$ cat config.mk
export PLATFORM = sky130hd
export DESIGN_NAME = pwm_audio_out
export DESIGN_NICKNAME = d
export VERILOG_FILES = /design/src/rtl/audio_pkg.sv /design/src/rtl/volume_ramp.sv /design/src/rtl/pwm_audio_out.sv
export SDC_FILE = /design/constraint.sdc
export NUM_CORES = 1
export LEC_CHECK = 0
export CAP_MARGIN = 20
export CORE_MARGIN = 4
export CORE_UTILIZATION = 60
export DETAILED_ROUTE_END_ITERATION = 6
export HOLD_SLACK_MARGIN = 0.06
export PLACE_DENSITY_LB_ADDON = 0.2
export SLEW_MARGIN = 20
export SYNTH_ARGS = -nofsm -noshare
export SYNTH_HDL_FRONTEND = slang
export SYNTH_SLANG_ARGS = --single-unit
$ cat constraint.sdc
create_clock -name clk_in -period 5.3 [get_ports clk_in]
set_clock_uncertainty 0.1 [all_clocks]
set_input_delay 1.06 -clock clk_in [delete_from_list [all_inputs] [get_ports clk_in]]
set_output_delay 1.06 -clock clk_in [all_outputs]
set_load 0.02 [all_outputs]
$ cat src/rtl/audio_pkg.sv
// Shared types and sample-to-PWM-level mapping for the audio output stages.
// The level mapping takes its widths as arguments so every stage can share it.
package audio_pkg;

  localparam int unsigned DEF_WIDTH    = 16;
  localparam int unsigned DEF_PWM_BITS = 8;
  localparam int unsigned DEF_CHANNELS = 2;
  localparam int unsigned DEF_VOL_BITS = 3;
  localparam int unsigned DEF_RAMP_DIV = 256;
  localparam int unsigned MAX_WIDTH    = 32;

  // Attenuation 0..2^VOL_BITS needs one bit more than the volume code.
  typedef logic [DEF_VOL_BITS:0]         att_t;
  typedef logic signed [MAX_WIDTH-1:0]   wide_sample_t;
  typedef logic [MAX_WIDTH-1:0]          wide_level_t;

  function automatic wide_level_t midscale(input int unsigned pwm_bits);
    return wide_level_t'(1) << (pwm_bits - 1);
  endfunction

  // Full attenuation parks the output at midscale (silence); otherwise the
  // shifted sample's top PWM bits become an offset-binary duty level.
  function automatic wide_level_t to_pwm_level(input wide_sample_t sample,
                                               input int unsigned  att,
                                               input int unsigned  att_max,
                                               input int unsigned  width,
                                               input int unsigned  pwm_bits);
    wide_sample_t w_shifted;
    wide_level_t  w_mask;
    wide_level_t  w_level;
    w_shifted = sample >>> att;
    w_mask    = (wide_level_t'(1) << pwm_bits) - wide_level_t'(1);
    if (att == att_max) begin
      w_level = midscale(pwm_bits);
    end else begin
      w_level = (wide_level_t'(w_shifted >>> (width - pwm_bits)) & w_mask)
                ^ midscale(pwm_bits);
    end
    return w_level;
  endfunction

endpackage

$ cat src/rtl/volume_ramp.sv
// Click-free attenuation tracker: steps att one unit toward the volume/mute
// target on every ramp tick and drives the amplifier enable.
module volume_ramp
  import audio_pkg::*;
#(
  parameter int unsigned VOL_BITS = DEF_VOL_BITS,
  parameter int unsigned RAMP_DIV = DEF_RAMP_DIV
) (
  input  logic                clk_in,
  input  logic                rst_in,
  input  logic [VOL_BITS-1:0] vol_in,
  input  logic                mute_in,
  output logic                tick_out,
  output logic [VOL_BITS:0]   att_out,
  output logic                sd_out
);

  localparam int unsigned AW    = VOL_BITS + 1;
  localparam int unsigned CNT_W = $clog2(RAMP_DIV);
  localparam logic [AW-1:0] ATT_MAX = {1'b1, {VOL_BITS{1'b0}}};

  logic [CNT_W-1:0] r_ramp_cnt;
  logic [AW-1:0]    r_att;
  logic             r_sd;
  logic             w_tick;
  logic [AW-1:0]    w_target;

  assign w_tick   = (r_ramp_cnt == CNT_W'(RAMP_DIV - 1));
  // Full-scale volume code maps to zero attenuation.
  assign w_target = mute_in ? ATT_MAX : {1'b0, ~vol_in};

  // NOTE: sequential state uses non-blocking assignments so every register
  // samples pre-edge values, whatever the statement order.
  always_ff @(posedge clk_in) begin
    if (!rst_in) begin
      r_ramp_cnt <= '0;
      r_att      <= ATT_MAX;
      r_sd       <= 1'b0;
    end else begin
      r_ramp_cnt <= w_tick ? '0 : r_ramp_cnt + CNT_W'(1);
      if (w_tick) begin
        if (r_att < w_target) begin
          r_att <= r_att + AW'(1);
        end else if (r_att > w_target) begin
          r_att <= r_att - AW'(1);
        end
      end
      // The amplifier stays on until a mute ramp has reached full attenuation.
      r_sd <= (w_target != ATT_MAX) || (r_att != ATT_MAX);
    end
  end

  assign tick_out = w_tick;
  assign att_out  = r_att;
  assign sd_out   = r_sd;

endmodule

$ cat src/rtl/pwm_audio_out.sv
// Multi-channel PWM speaker output: one-deep sample buffer, period-aligned
// gain updates, volume ramp and underrun reporting.
module pwm_audio_out
  import audio_pkg::*;
#(
  parameter int unsigned WIDTH    = DEF_WIDTH,
  parameter int unsigned PWM_BITS = DEF_PWM_BITS,
  parameter int unsigned CHANNELS = DEF_CHANNELS,
  parameter int unsigned VOL_BITS = DEF_VOL_BITS,
  parameter int unsigned RAMP_DIV = DEF_RAMP_DIV
) (
  input  logic                      clk_in,
  input  logic                      rst_in,
  input  logic [CHANNELS*WIDTH-1:0] sample_in,
  input  logic                      sample_valid_in,
  output logic                      sample_ready_out,
  input  logic [VOL_BITS-1:0]       vol_in,
  input  logic                      mute_in,
  output logic [CHANNELS-1:0]       pwm_out,
  output logic                      sd_out,
  output logic                      underrun_out
);

  localparam int unsigned ATT_MAX = 2 ** VOL_BITS;
  localparam logic [PWM_BITS-1:0] MID = PWM_BITS'(midscale(PWM_BITS));

  logic [PWM_BITS-1:0]       r_count;
  logic                      r_pend_valid;
  logic [CHANNELS*WIDTH-1:0] r_pend;
  logic [CHANNELS*WIDTH-1:0] r_last;
  logic [CHANNELS*WIDTH-1:0] w_sel;
  logic                      w_boundary;
  logic                      w_accept;
  logic                      w_tick;
  logic [VOL_BITS:0]         w_att;

  volume_ramp #(
    .VOL_BITS (VOL_BITS),
    .RAMP_DIV (RAMP_DIV)
  ) u_volume_ramp (
    .clk_in   (clk_in),
    .rst_in   (rst_in),
    .vol_in   (vol_in),
    .mute_in  (mute_in),
    .tick_out (w_tick),
    .att_out  (w_att),
    .sd_out   (sd_out)
  );

  assign w_boundary       = (r_count == {PWM_BITS{1'b1}});
  assign sample_ready_out = rst_in && (!r_pend_valid || w_boundary);
  assign w_accept         = sample_valid_in && sample_ready_out;
  assign underrun_out     = rst_in && w_boundary && !r_pend_valid;
  // An empty buffer at the boundary replays the last sample.
  assign w_sel            = r_pend_valid ? r_pend : r_last;

  always_ff @(posedge clk_in) begin
    if (!rst_in) begin
      r_count <= '0;
    end else begin
      r_count <= r_count + PWM_BITS'(1);
    end
  end

  always_ff @(posedge clk_in) begin
    if (!rst_in) begin
      r_pend_valid <= 1'b0;
      r_last       <= '0;
    end else begin
      if (w_boundary && r_pend_valid) begin
        r_last <= r_pend;
      end
      // A write on the boundary refills the slot being drained this cycle.
      if (w_accept) begin
        r_pend_valid <= 1'b1;
      end else if (w_boundary) begin
        r_pend_valid <= 1'b0;
      end
    end
  end

  // NOTE: pending data is left out of reset; r_pend_valid alone decides
  // whether it is ever read.
  always_ff @(posedge clk_in) begin
    if (w_accept) begin
      r_pend <= sample_in;
    end
  end

  for (genvar ch = 0; ch < CHANNELS; ch++) begin : g_ch
    logic [WIDTH-1:0]    w_smp;
    logic [PWM_BITS-1:0] w_next_level;
    logic [PWM_BITS-1:0] r_level;
    logic                r_pwm;

    assign w_smp        = w_sel[ch*WIDTH +: WIDTH];
    assign w_next_level = PWM_BITS'(to_pwm_level(wide_sample_t'(signed'(w_smp)),
                                                 32'(w_att), ATT_MAX,
                                                 WIDTH, PWM_BITS));

    // Level only changes on the boundary, so duty never changes mid-period.
    always_ff @(posedge clk_in) begin
      if (!rst_in) begin
        r_level <= MID;
        r_pwm   <= 1'b0;
      end else begin
        if (w_boundary) begin
          r_level <= w_next_level;
        end
        r_pwm <= (r_count < r_level);
      end
    end

    assign pwm_out[ch] = r_pwm;
  end

  a_att_moves_only_on_tick: assert property (
    @(posedge clk_in) disable iff (!rst_in) !w_tick |=> $stable(w_att)
  );

endmodule

==> impl_metrics.toml, run 1 <==
[synthesis]
synth_edf_count = 16
async_reset_ff_frac = 0
yosys_most_used_dff = "dfxtp_1"
synth_area_um2 = 3850
ys_seq_area_frac = 0.416
avgSynthCellArea_um2 = 9.20
synth_area_leader_cell = "dfxtp_1"
synth_area_leaders = "dfxtp_1 (29%), edfxtp_1 (12%), ha_1 (7.2%), nand2_1 (7.0%), mux2i_1 (4.2%)"
yosysUniqueCellTypes = 57
netlist_instances = 418
yosys_warnings = 0
ys_ff_latch = 72
synth_fp_nets = 480
synth_top_area_share = 0.291

[die]
die_h_um = 88.1
die_area_um2 = 7760
num_rows = 28
initial_utilization = 0.635
io_pins = 44
coreArea_um2 = 6060
die_x_um = 88.1

[timing]
maxSlewHeadroom = 0.463
hold-worst-slack_ns = 0.355
slew_violations = 0
setup_slack_ns = 1.31
worstMarginPinSlew_ns = 0.805
hold_violations = 0
fin_setup_tns_ns = 0
fin_crit_ns = 3.99
finalSetupViolations = 0
rsz0062_at_grt = "false"
fmax_mhz = 250
fin_crit_sh = 0.753

[clock_network]
clock_tree.buffer_depth = 2
cts_buffers = 9
clock-root-buffer = "clkbuf_8"
cts_resized = 0
postCtsHoldBufs = 0
clk_pin_slew_ns = 0.08
cts_tree = "built"
cts_max_level = 3
cts_sinks = 72
clk_latency_ns = 0.36
post_cts_buffers = 0

[power_and_ir_drop]
p_per_area_nw_per_um2 = 277
peakVddDrop_v = 0.000296
p_leak_uw = 0.00161

[layout]
num_antenna_cells = 0
fillers = 475
final_cell_mix = "nand2_1 (72), dfxtp_1 (55), a21oi_1 (29)"
final_cell_count_no_fill = 514
area_delta_synth_final_pct = 12.6
drive_above_1_share = 0.0957
final_net_count = 496
final_common_cell = "nand2_1"

[setup_path]
crit_path_start = "rst_in"
path_depth = 6
path_max_fanout = 19
crit_family = "buffers and inverters"
crit_path_start_kind = "primary input"
rr_worst_depth = 9
crit_buf_inv = 5
critPathCapture = "underrun_out"
cp_cell_sequence = "clkdlybuf4s50_1 -> buf_4 -> inv_1 -> buf_4 -> nor3_1 -> clkdlybuf4s50_1"
crit_type = "primary input to output port"
arrival_ns = 2.83
rr_endpoint = "u_volume_ramp.att_out[3]"
cpMaxStageDelayCell = "clkdlybuf4s50_1"
r2r-start = "u_volume_ramp.att_out[0]"
worstPathRequired_ns = 4.14
critical-path-max-stage-delay_ns = 0.63
rrSetupSlack_ns = 1.91
end_kind = "output port"

[placement]
io_buffers = 27
placed_cells = 498
gp_congestion = 0.902
place_ws_ns = 1.19
hpwl_um = 5580

[route]
vias = 3042
avgRoutedWirePerCell_um = 15.5
drt_iter0_drc = 292
postRouteAntennaNets = 0
viasPerCell = 5.92
route.detailed.drc = 0
wl_um = 7970
drt_first_pass_iters = 4

[flow_run]
maxCapViolCount = 0

[grt]
grt_remaining_overflow = 0
grt_pass1_vias = 2899
grt_max_degree = 24
antenna_found_initial = 0
grt_usage = 0.228
grt_pass1_wl_um = 13700

[run_status]
run_status = "completed"

[hold_path]
min_path_type = "register to register"
holdPathStages = 2
## metal layers
metal	share of wire	vias to the layer above	global-route usage
li1	-	1506	-
met5	0	-	0
met3	0.049	16	0.0499
met1	0.45	1435	0.294
met2	0.48	85	0.375
met4	0.018	0	0.0893
## synth_stat cells, types with 2 or more instances
library cell,count
and3_1,4
o211ai_1,4
or2_2,4
dfxtp_1,56
a311o_1,2
nand3_1,20
mux2i_1,16
a211oi_1,2
o21a_1,2
nand2_1,72
nand2b_1,4
xor2_1,5
inv_1,22
clkbuf_1,9
nor2_1,27
o31ai_1,3
buf_1,2
edfxtp_1,16
a21oi_1,29
mux2_2,6
a31oi_1,2
a221oi_1,2
a311oi_1,2
nor3_1,8
xnor2_1,8
o2111ai_1,5
a21o_1,4
buf_4,5
mux4_2,4
or3_1,3
ha_1,22
o21ai_0,13
a32o_1,4
buf_2,5
a2111oi_0,2
clkbuf_2,2
and2_1,2
## layout make-up
cell class	count	area, um^2	share of cell area
Clock buffer	9	124	0.0286
Clock inverter	7	119	0.0274
Inverter	23	86.3	0.0199
Multi-Input combinational cell	298	2010	0.465
Sequential cell	72	1600	0.370
Tap cell	75	93.8	0.0217
Timing Repair Buffer	30	293	0.0676
## worst min path at each step
stage	from	endpoint	slack, ns
after floorplan	g_ch[0].r_level[1]	g_ch[0].r_level[1]	0.33
after global placement	g_ch[0].r_level[6]	g_ch[0].r_level[6]	0.34
after detailed placement	r_last[28]	r_last[28]	0.35
after CTS	g_ch[0].r_level[6]	g_ch[0].r_level[6]	0.36
after global routing	g_ch[1].r_level[6]	g_ch[1].r_level[6]	0.38
final	g_ch[1].r_level[5]	g_ch[1].r_level[5]	0.35
## logic make-up after synthesis
family          synth area share
xor+xnor                  0.0296
compound gates             0.142
mux                       0.0969
buf+inv                   0.0602
simple gates               0.179
flops                      0.416
fa+ha+maj                 0.0768
## power by group
group / total (uW) / leakage, uW / internal, uW / switching, uW
registers: 584 / 0.000602 / 571 / 12.7
clock network: 535 / 0.000116 / 313 / 222
logic: 82.8 / 0.000890 / 43.7 / 39.1
total: 1200 / 0.00161 / 928 / 274
## stage by stage
| stage | cell area, um^2 | total power (uW) | util |
|---|---|---|---|
| floorplan | 3850 | 647 | - |
| global placement | 4090 | 675 | 0.674 |
| detailed placement | 4090 | 678 | 0.674 |
| CTS | 4330 | 1200 | 0.714 |
| global route | 4330 | 1240 | 0.715 |
| finish | 4330 | 1200 | 0.715 |
## worst reg2reg max path: cells and delay by family (launching register included)
kind                       cells  cell delay, ns
and+or+nand+nor                2            0.40
AOI/OAI and AO/OA              3            0.81
buffers and inverters          1            0.46
adders and majority gates      2            0.68
DFF                            1            0.79
muxes                          1            0.11
## registers in the layout, indices dropped and copies added, names as in the netlist, 2 cells and up
register and flops:
g_ch.r_pwm 2, g_ch.r_level 16, r_last 16, u_volume_ramp.r_ramp_cnt 8, r_pend 16, u_volume_ramp.att_out 4
r_count 8
Note: power is estimated with default switching activity, not from simulation.
==> inputs of run 2 (changes only) <==
Settings changed: CORE_UTILIZATION 60 to 51.
Clock period 5.3 ns to 3.62 ns, I/O delays scaled along.
==> impl_metrics.toml, run 2 (synthesized netlist as in run 1, its figures left out) <==
[die]
die_area_um2 = 8990
die_h_um = 94.8
initial_utilization = 0.527
num_rows = 31
io_pins = 44
coreArea_um2 = 7290
die_x_um = 94.8

[clock_network]
postCtsHoldBufs = 0
clock_tree.buffer_depth = 2
clk_latency_ns = 0.36
cts_buffers = 9
cts_tree = "built"
cts_sinks = 72
clock-root-buffer = "clkbuf_8"
cts_resized = 0
cts_max_level = 3
post_cts_buffers = 0
clk_pin_slew_ns = 0.08

[setup_path]
r2r-start = "u_volume_ramp.att_out[2]"
crit_path_start = "r_count[1]"
rrSetupSlack_ns = 0.85
rr_endpoint = "u_volume_ramp.att_out[3]"
path_max_fanout = 12
arrival_ns = 2.59
crit_type = "register to output port"
rr_worst_depth = 9
critPathCapture = "sample_ready_out"
end_kind = "output port"
crit_path_start_kind = "register"
worstPathRequired_ns = 2.80

[layout]
final_cell_mix = "nand2_1 (72), dfxtp_1 (56), a21oi_1 (29)"
final_net_count = 502
final_util = 0.595
final_common_cell = "nand2_1"
num_antenna_cells = 0
drive_above_1_share = 0.106
reg.largest.list = "g_ch.r_level x16, r_last x16, r_pend x16"
area_delta_synth_final_pct = 12.7

[route]
viasPerCell = 5.51
drt_first_pass_iters = 5
postRouteAntennaNets = 0
wl_um = 7870
avgRoutedWirePerCell_um = 14.5
drt_iter0_drc = 147
vias = 2998
route.detailed.drc = 0

[timing]
fin_crit_sh = 0.942
hold_violations = 0
worstMarginPinSlew_ns = 0.825
fin_setup_tns_ns = 0
maxSlewHeadroom = 0.450
finalSetupViolations = 0
rsz0062_at_grt = "false"
fin_crit_ns = 3.41
fmax_mhz = 293
slew_violations = 0

[placement]
gp_congestion = 0.880
io_buffers = 27
hpwl_um = 5730

[grt]
grt_remaining_overflow = 0
antenna_found_initial = 0
grt_max_degree = 39
grt_pass1_wl_um = 13300
grt_pass1_vias = 2739
grt_usage = 0.192

[hold_path]
min_path_type = "register to register"
holdPathStages = 2

[run_status]
run_status = "completed"

[power_and_ir_drop]
p_per_area_nw_per_um2 = 355
peakVddDrop_v = 0.000258
total_power_uw = 1540
p_leak_uw = 0.00160

[flow_run]
maxCapViolCount = 0
-- run 2: worst min path at each step --
stage                  startpoint  slack (ns)                 end
2_1_floorplan  g_ch[0].r_level[1]        0.33  g_ch[0].r_level[1]
3_3_place_gp   g_ch[0].r_level[1]        0.34  g_ch[0].r_level[1]
3_5_place_dp   g_ch[1].r_level[6]        0.35  g_ch[1].r_level[6]
4_1_cts        g_ch[1].r_level[6]        0.36  g_ch[1].r_level[6]
5_1_grt        g_ch[1].r_level[6]        0.37  g_ch[1].r_level[6]
6_report       g_ch[1].r_level[6]        0.35  g_ch[1].r_level[6]
-- run 2: through the flow --
| step | area (um^2) | setup WS [ns] | hold slack (ns) | instances |
|---|---|---|---|---|
| after global placement | 4160 | 0.156 | 0.339 | 528 |
| after global routing | 4340 | 0.0230 | 0.370 | 544 |
| after detailed placement | 4160 | 0.00960 | 0.347 | 528 |
| after CTS | 4340 | 0.171 | 0.355 | 544 |
| final | 4340 | 0.210 | 0.354 | 544 |
| after floorplan | 3850 | 0.566 | 0.325 | 418 |
-- run 2: area by class of cell --
class                           instances  area [um^2]
Clock inverter                          7         48.8
Fill cell                             671         2960
Sequential cell                        72         1600
Timing Repair Buffer                   36          338
Inverter                               23         86.3
Tap cell                               99          124
Multi-Input combinational cell        298         2010
Clock buffer                            9          124
-- run 2: power breakdown --
group / switching, uW / total (uW) / internal [uW]
clock network: 317 / 564 / 246
registers: 10.7 / 847 / 836
logic: 64.1 / 130 / 65.5
-- run 2: worst max-delay path, cell delays in order, from the launching register on --
cell and delay [ns]:
dfxtp_1 0.40, ha_1 0.25, nand3_2 0.13, or3_1 0.58
a21oi_1 0.25, clkdlybuf4s50_1 0.63
-- run 2: metal layers --
layer  GRT usage  vias to the layer above  wire (um)
met1       0.244                     1406       3640
met5           0                        -          0
met3      0.0550                        8        341
met2       0.314                       56       3780
met4      0.0649                        0        102
li1            -                     1528          -
==> inputs of run 3 (changes only) <==
Settings changed: CORE_UTILIZATION 51 to 50.
==> impl_metrics.toml, run 3 (synthesized netlist as in run 1, its figures left out) <==
[run_status]
run_status = "completed"

[layout]
num_antenna_cells = 0
reg.largest.list = "g_ch.r_level x16, r_last x16, r_pend x16"
drive_above_1_share = 0.103
fillers = 650
final_cell_mix = "nand2_1 (72), dfxtp_1 (56), a21oi_1 (29)"
area_delta_synth_final_pct = 16.2
final_common_cell = "nand2_1"
final_net_count = 502

[placement]
hpwl_um = 5560
io_buffers = 27
gp_congestion = 0.883

[power_and_ir_drop]
p_per_area_nw_per_um2 = 433
p_leak_uw = 0.00167
peakVddDrop_v = 0.000316
total_power_uw = 1940

[route]
drt_iter0_drc = 217
avgRoutedWirePerCell_um = 14.1
viasPerCell = 5.46
wl_um = 7660
route.detailed.drc = 0
postRouteAntennaNets = 0
vias = 2968
drt_first_pass_iters = 5

[grt]
grt_pass1_vias = 2698
grt_remaining_overflow = 0
grt_pass1_wl_um = 12600
grt_max_degree = 39
grt_usage = 0.180
antenna_found_initial = 0

[setup_path]
path_max_fanout = 12
critical-path-max-stage-delay_ns = 0.64
cp_cell_sequence = "ha_1 -> nand3_2 -> or3_1 -> a21oi_1 -> clkdlybuf4s50_1"
arrival_ns = 2.61
worstPathRequired_ns = 2.80
end_kind = "output port"
crit_path_start_kind = "register"
cpMaxStageDelayCell = "clkdlybuf4s50_1"
crit_buf_inv = 1
crit_family = "simple AND/OR/NAND/NOR gates"
crit_type = "register to output port"

[timing]
slew_violations = 0
worstMarginPinSlew_ns = 0.808
fmax_mhz = 291
maxSlewHeadroom = 0.461
fin_setup_tns_ns = 0
hold_violations = 0
fin_crit_sh = 0.950
finalSetupViolations = 0
rsz0062_at_grt = "false"
fin_crit_ns = 3.44

[hold_path]
min_path_type = "register to register"

[clock_network]
cts_tree = "built"
clk_pin_slew_ns = 0.08
cts_sinks = 72
postCtsHoldBufs = 0
cts_resized = 0
clk_latency_ns = 0.35
clock-root-buffer = "clkbuf_8"
post_cts_buffers = 0
cts_buffers = 9
clock_tree.buffer_depth = 2
cts_max_level = 3

[die]
die_area_um2 = 9160
die_x_um = 95.7
initial_utilization = 0.522
io_pins = 44
num_rows = 31
coreArea_um2 = 7370
die_h_um = 95.7

[flow_run]
maxCapViolCount = 0
-- run 3: changes by cell type in the layout (fill, tap and decap cells not counted) --
cell	change
clkbuf_1	+1
clkinv_2	-2
clkinvlp_4	-4
bufinv_16	+6
clkinv_4	-1
-- run 3: per-stage QoR --
| step | instance area, um^2 | worst slack (ns) | hold slack (ns) | cells | utilization |
|---|---|---|---|---|---|
| global placement | 4160 | 0.103 | 0.341 | 528 | 0.565 |
| global route | 4470 | 0.0589 | 0.367 | 544 | 0.607 |
| finish | 4470 | 0.182 | 0.355 | 544 | 0.607 |
| floorplan | 3850 | 0.566 | 0.325 | 418 | - |
| CTS | 4470 | 0.174 | 0.355 | 544 | 0.607 |
| detailed placement | 4160 | 0.0176 | 0.346 | 528 | 0.565 |
-- run 3: path summary, 6_finish.rpt --
kind / startpoint / cells after the start / endpoint / slack (ns)
min: r_last[24] / 2 / r_last[24] / 0.35
min reg2reg: r_last[24] / 2 / r_last[24] / 0.35
max: r_count[0] / 5 / sample_ready_out / 0.18
max reg2reg: u_volume_ramp.att_out[2] / 9 / u_volume_ramp.att_out[3] / 0.89
-- run 3: layer usage --
metal	GRT usage	vias up	routed length [um]
met5	0	-	0
met4	0.0628	0	95
met3	0.0485	9	321
met2	0.299	56	3730
met1	0.224	1386	3520
li1	-	1517	-
-- run 3: layout make-up --
cell class	instances	area [um^2]	area share
Tap cell	99	124	0.0277
Clock buffer	10	128	0.0285
Inverter	23	86.3	0.0193
Timing Repair Buffer	36	338	0.0756
Clock inverter	6	180	0.0403
Multi-Input combinational cell	298	2010	0.450
Sequential cell	72	1600	0.358
-- run 3: worst min-delay path, stage by stage (launching register included) --
cell	delay (ns)
dfxtp_1	0.31
nand2_1	0.05
a21oi_1	0.05
-- run 3: report_power, final --
part           internal, uW  switching, uW  total, uW
Combinational          64.7           62.5        127
Clock                   667            296        963
Sequential              836           10.6        847
